`config.mk`:
```
export PLATFORM = sky130hd
export DESIGN_NAME = fifo_write_arbiter
export DESIGN_NICKNAME = d
export VERILOG_FILES = /design/src/rtl/fifo_pkg.sv /design/src/rtl/fifo_write_arbiter_rr_pick.sv /design/src/rtl/fifo_write_arbiter.sv
export SDC_FILE = /design/constraint.sdc
export NUM_CORES = 1
export LEC_CHECK = 0
export BUFFER_PORTS_ARGS = -buffer_cell sky130_fd_sc_hd__buf_4
export CAP_MARGIN = 20
export CORE_UTILIZATION = 38
export CTS_CLUSTER_SIZE = 24
export DETAILED_ROUTE_END_ITERATION = 16
export PLACE_DENSITY_LB_ADDON = 0.12
export RECOVER_POWER = 100
export SLEW_MARGIN = 20
export SYNTH_ARGS = -nofsm -noshare
export SYNTH_HDL_FRONTEND = slang
export SYNTH_SLANG_ARGS = --single-unit
```
`constraint.sdc`:
```
create_clock -name clk -period 3.5 [get_ports clk]
set_input_delay 0.7 -clock clk [delete_from_list [all_inputs] [get_ports clk]]
set_output_delay 0.7 -clock clk [all_outputs]
set_load 0.01 [all_outputs]
```
`src/rtl/fifo_pkg.sv`:
```
// fifo_pkg: shared arbiter state encoding and default data width for the FIFO write/read interfaces
package fifo_pkg;
  typedef enum logic {IDLE, BURST} arb_state_t;
  localparam int DEFAULT_DATA_WIDTH = 8;
endpackage

```
`src/rtl/fifo_write_arbiter_rr_pick.sv`:
```
// rr_pick: round-robin search for the first non-excluded request at or after start, wrapping to 0
module rr_pick #(
  parameter int NUM_REQ = 4
) (
  input  logic [NUM_REQ-1:0]         req,
  input  logic [$clog2(NUM_REQ)-1:0] start,
  input  logic [NUM_REQ-1:0]         excl,
  output logic [$clog2(NUM_REQ)-1:0] idx,
  output logic                       found
);
  localparam int W = $clog2(NUM_REQ);
  logic [NUM_REQ-1:0] cand;
  assign cand = req & ~excl;
  // scan from the far end back toward start so the nearest candidate is written last and wins
  always_comb begin
    logic [W-1:0] j;
    j = '0;
    idx = '0;
    found = 1'b0;
    for (int k = NUM_REQ - 1; k >= 0; k--) begin
      j = W'((int'(start) + k) % NUM_REQ);
      if (cand[j]) begin
        idx = j;
        found = 1'b1;
      end
    end
  end
endmodule

```
`src/rtl/fifo_write_arbiter.sv`:
```
// fifo_write_arbiter: round-robin burst arbiter granting one requester at a time the FIFO write port
module fifo_write_arbiter
  import fifo_pkg::*;
#(
  parameter int DATA_WIDTH = DEFAULT_DATA_WIDTH,
  parameter int NUM_REQ    = 4,
  parameter int MAX_BURST  = 4
) (
  input  logic                          clk,
  input  logic                          rstn,
  input  logic [NUM_REQ-1:0]            req_valid,
  input  logic [NUM_REQ*DATA_WIDTH-1:0] req_data,
  output logic [NUM_REQ-1:0]            req_ready,
  input  logic                          full,
  output logic                          write_en,
  output logic [DATA_WIDTH-1:0]         write_data,
  output logic [$clog2(NUM_REQ)-1:0]    grant_id,
  output logic                          busy
);
  localparam int W  = $clog2(NUM_REQ);
  localparam int CW = $clog2(MAX_BURST + 1);
  arb_state_t state;
  logic [W-1:0] owner, rr_ptr, nxt_ptr, pick_start, pick_idx;
  logic [CW-1:0] burst_cnt;
  logic [NUM_REQ-1:0] own_mask, pick_excl;
  logic hs, rel, found;
  assign busy       = state == BURST;
  assign own_mask   = NUM_REQ'(1) << owner;
  assign hs         = busy && req_valid[owner] && !full;
  assign rel        = busy && (!req_valid[owner] || (hs && burst_cnt == CW'(MAX_BURST - 1)));
  assign nxt_ptr    = owner == W'(NUM_REQ - 1) ? '0 : owner + 1'b1;
  assign pick_start = busy ? nxt_ptr : rr_ptr;
  assign pick_excl  = busy && |(req_valid & ~own_mask) ? own_mask : '0;
  assign write_en   = hs;
  assign req_ready  = busy && !full ? own_mask : '0;
  assign write_data = busy ? req_data[owner*DATA_WIDTH +: DATA_WIDTH] : '0;
  assign grant_id   = owner;
  rr_pick #(.NUM_REQ(NUM_REQ)) u_pick (
    .req   (req_valid),
    .start (pick_start),
    .excl  (pick_excl),
    .idx   (pick_idx),
    .found (found)
  );
  // grant from idle, hand over on release without a bubble, count only accepted words
  always_ff @(posedge clk) begin
    if (!rstn) begin
      state     <= IDLE;
      owner     <= '0;
      rr_ptr    <= '0;
      burst_cnt <= '0;
    end else if (!busy) begin
      if (found) begin
        state     <= BURST;
        owner     <= pick_idx;
        burst_cnt <= '0;
      end
    end else if (rel) begin
      rr_ptr    <= nxt_ptr;
      burst_cnt <= '0;
      if (found) owner <= pick_idx;
      else state <= IDLE;
    end else if (hs) begin
      burst_cnt <= burst_cnt + 1'b1;
    end
  end
endmodule

```
==> flow_metrics.tcl <==
set metrics [dict create \
    wire_per_inst_um 13.22 \
    power.switching_uw 137.4 \
    clock-skew-final_ps 5.404 \
    cts_resized 0 \
    power_density_mw_per_mm2 304.7 \
    grt_pass1_vias 903 \
    die_y_um 50.79 \
    drt_iter0_markers 10 \
    globalRouteOverflowTotal 0 \
    reg2reg_to "grant_id[1]" \
    hpwlAfterDp_mm 1.956 \
    synthCells 100 \
    clockBufferDepth 2 \
    critPathKind "reg -> out" \
    worstPathRequired_ps 2800 \
    holdPathStages 2 \
    hold_violations 0 \
    grt_usage 0.1919 \
    slew_violations 0 \
    ir_drop_mv 0.2608 \
    combinationalPowerShare 0.507 \
    layout_commonest_cell "buf_4" \
    min_period_over_period 0.7607 \
    synthToLayoutAreaGrowth_pct 43.71 \
    switching_share 0.3469 \
    ys_seq_area_frac 0.1770 \
    cts_tree "yes" \
    core_mm2 0.002233 \
    cts_hold_buf 0 \
    hold_path.class "reg -> reg" \
    fmax_mhz 375.6 \
    cp_cell_sequence "mux4_2 > and2_0 > buf_4" \
    seqPwrFrac 0.320 \
    antenna_found_initial 0 \
    row_count 17 \
    start_util 0.4050 \
    synthesis.area_um2 904.6 \
    vias_per_cell 5.188 \
    r2r_setup_slack_ps 1070 \
    status "finished, final reports clean" \
    min_period_ps 2662 \
    gp_congestion 0.8552 \
    cts_setup_buffers 0 \
    relSlewSlack 0.4977 \
    setup_viol 0 \
    clk_latency_ps 250 \
    syn_nets 145 \
    crit_path_max_fanout 15 \
    nets 200 \
    synthTopCellsByArea "mux4_2, dfxtp_1, and2_1" \
    hp-start "burst_cnt[2]" \
    vias 939 \
    worst_pin_slew_ps 752.4 \
    worstReg2RegStart "grant_id[0]" \
    cp.arrival_ps 1960 \
    cts_inserted_buffers 3 \
    ys_ff_latch 8 \
    min_to "burst_cnt[2]" \
    cts-htree-levels 1 \
    intPower_uw 258.7 \
    p_leak_uw 0.0005677 \
    synth_cell_types 33 \
    maxCapViolCount 0 \
    first_pass_iters 4 \
    num_antenna_cells 0 \
    critPathLaunchType "flop" \
    clock_power_share 0.172 \
    yosysTopAreaCell "mux4_2" \
    yosys_warnings 0 \
    grt_start_max_net_pins 21 \
    fp.dieW_um 50.79 \
    end_kind "output port" \
    design.die.area_mm2 0.002580 \
    portBuffers 54 \
    layout-drive-gt1-share 0.3856 \
    synth_top_area_frac 0.2241 \
    io_pins 55 \
    drtAntennaViolNets 0 \
    syn_area_per_cell_um2 9.046 \
    crit_slowest_cell "dfxtp_1" \
    crit_path_start "grant_id[0]" \
    mostFrequentLayoutCells "buf_4, clkbuf_1, mux4_2" \
    clock-sinks 8 \
    drc 0 \
    critPathMaxStageDelay_ps 810 \
    finalWirelength_mm 2.392 \
    tns_ps 0 \
    r2r_cells 7 \
    final_core_util 0.5821 \
    root_buffer "clkbuf_4" \
    grt_setup_unrepaired "false" \
    grt_pass1_wl_mm 3.884 \
    clkTransAtPathRegs_ps 60 \
]
-- per-stage QoR --
stage | worst slack (ps) | power [µW] | cells | instance area (µm²) | hold WS (ps)
after floorplan | 1334 | 257.9 | 100 | 904.6 | 427.7
after global placement | 1070 | 342.1 | 178 | 1321 | 438.8
after detailed placement | 1058 | 345.0 | 178 | 1321 | 444.1
after CTS | 785.8 | 416.0 | 181 | 1344 | 451.6
after global routing | 668.2 | 426.3 | 181 | 1300 | 479.0
final | 837.5 | 396.1 | 181 | 1300 | 453.3
-- synthesized netlist by cell type, drive strengths merged --
master	number
a41oi	2
mux4	9
a31oi	2
a31o	1
nor2b	3
o32ai	1
and3	1
a21boi	3
or3	1
mux2	2
o21ai	6
and2	14
nor2	5
buf	2
dfxtp	8
mux2i	3
o22ai	2
or4	1
a21oi	1
nand3	1
inv	9
nand2b	4
ha	6
o21a	1
nand2	8
a32o	2
clkbuf	2
-- worst max path at each step --
stage | to | slack (ps)
2_1_floorplan | write_data[0] | 1330
3_5_place_dp | grant_id[1] | 1060
4_1_cts | write_en | 790
6_report | write_data[7] | 840
5_1_grt | write_en | 670
3_3_place_gp | write_en | 1070
-- sequential cells by signal (all words and copies together) (netlist names) --
register   flops
rr_ptr         2
grant_id       2
burst_cnt      3
busy           1
-- power groups by stage --
stage	combinational, µW	clock [µW]	sequential, µW
2_1_floorplan	147	0	111
3_3_place_gp	212	0	130
3_5_place_dp	214	0	130
4_1_cts	215	72.1	128
5_1_grt	219	75.6	132
6_report	201	68.2	127
-- logic make-up (layout without fill, tap and decap cells) --
family,after synthesis,after routing,synth area share
mux,14,14,0.2822
flops,8,8,0.1770
buf+inv,13,66,0.06362
compound gates,21,21,0.1646
fa+ha+maj,6,6,0.08299
simple gates,38,38,0.2296
-- critical path: cells and delay by family, from the launching register on --
| kind | cells | cell delay (ps) |
|---|---|---|
| buffers and inverters | 1 | 150 |
| flip-flops | 1 | 810 |
| multiplexers | 1 | 580 |
| AND/OR/NAND/NOR | 1 | 180 |
-- cell type report --
type / count / area, µm²
Tap cell: 28 / 35.03
Sequential cell: 8 / 160.2
Clock buffer: 3 / 22.52
Fill cell: 221 / 933.4
Inverter: 9 / 33.78
Multi-Input combinational cell: 79 / 680.7
Timing Repair Buffer: 54 / 367.9
-- layer usage --
layer | track usage | vias to the layer above | routed length (µm) | part of all wire
met5 | 0 | - | 0 | 0
met4 | 0.05093 | 0 | 21 | 0.0088
met3 | 0.04545 | 2 | 227 | 0.095
met2 | 0.3267 | 44 | 1028 | 0.43
met1 | 0.2403 | 422 | 1115 | 0.47
li1 | - | 471 | - | -
No activity file was read; power rests on OpenSTA's default activity.
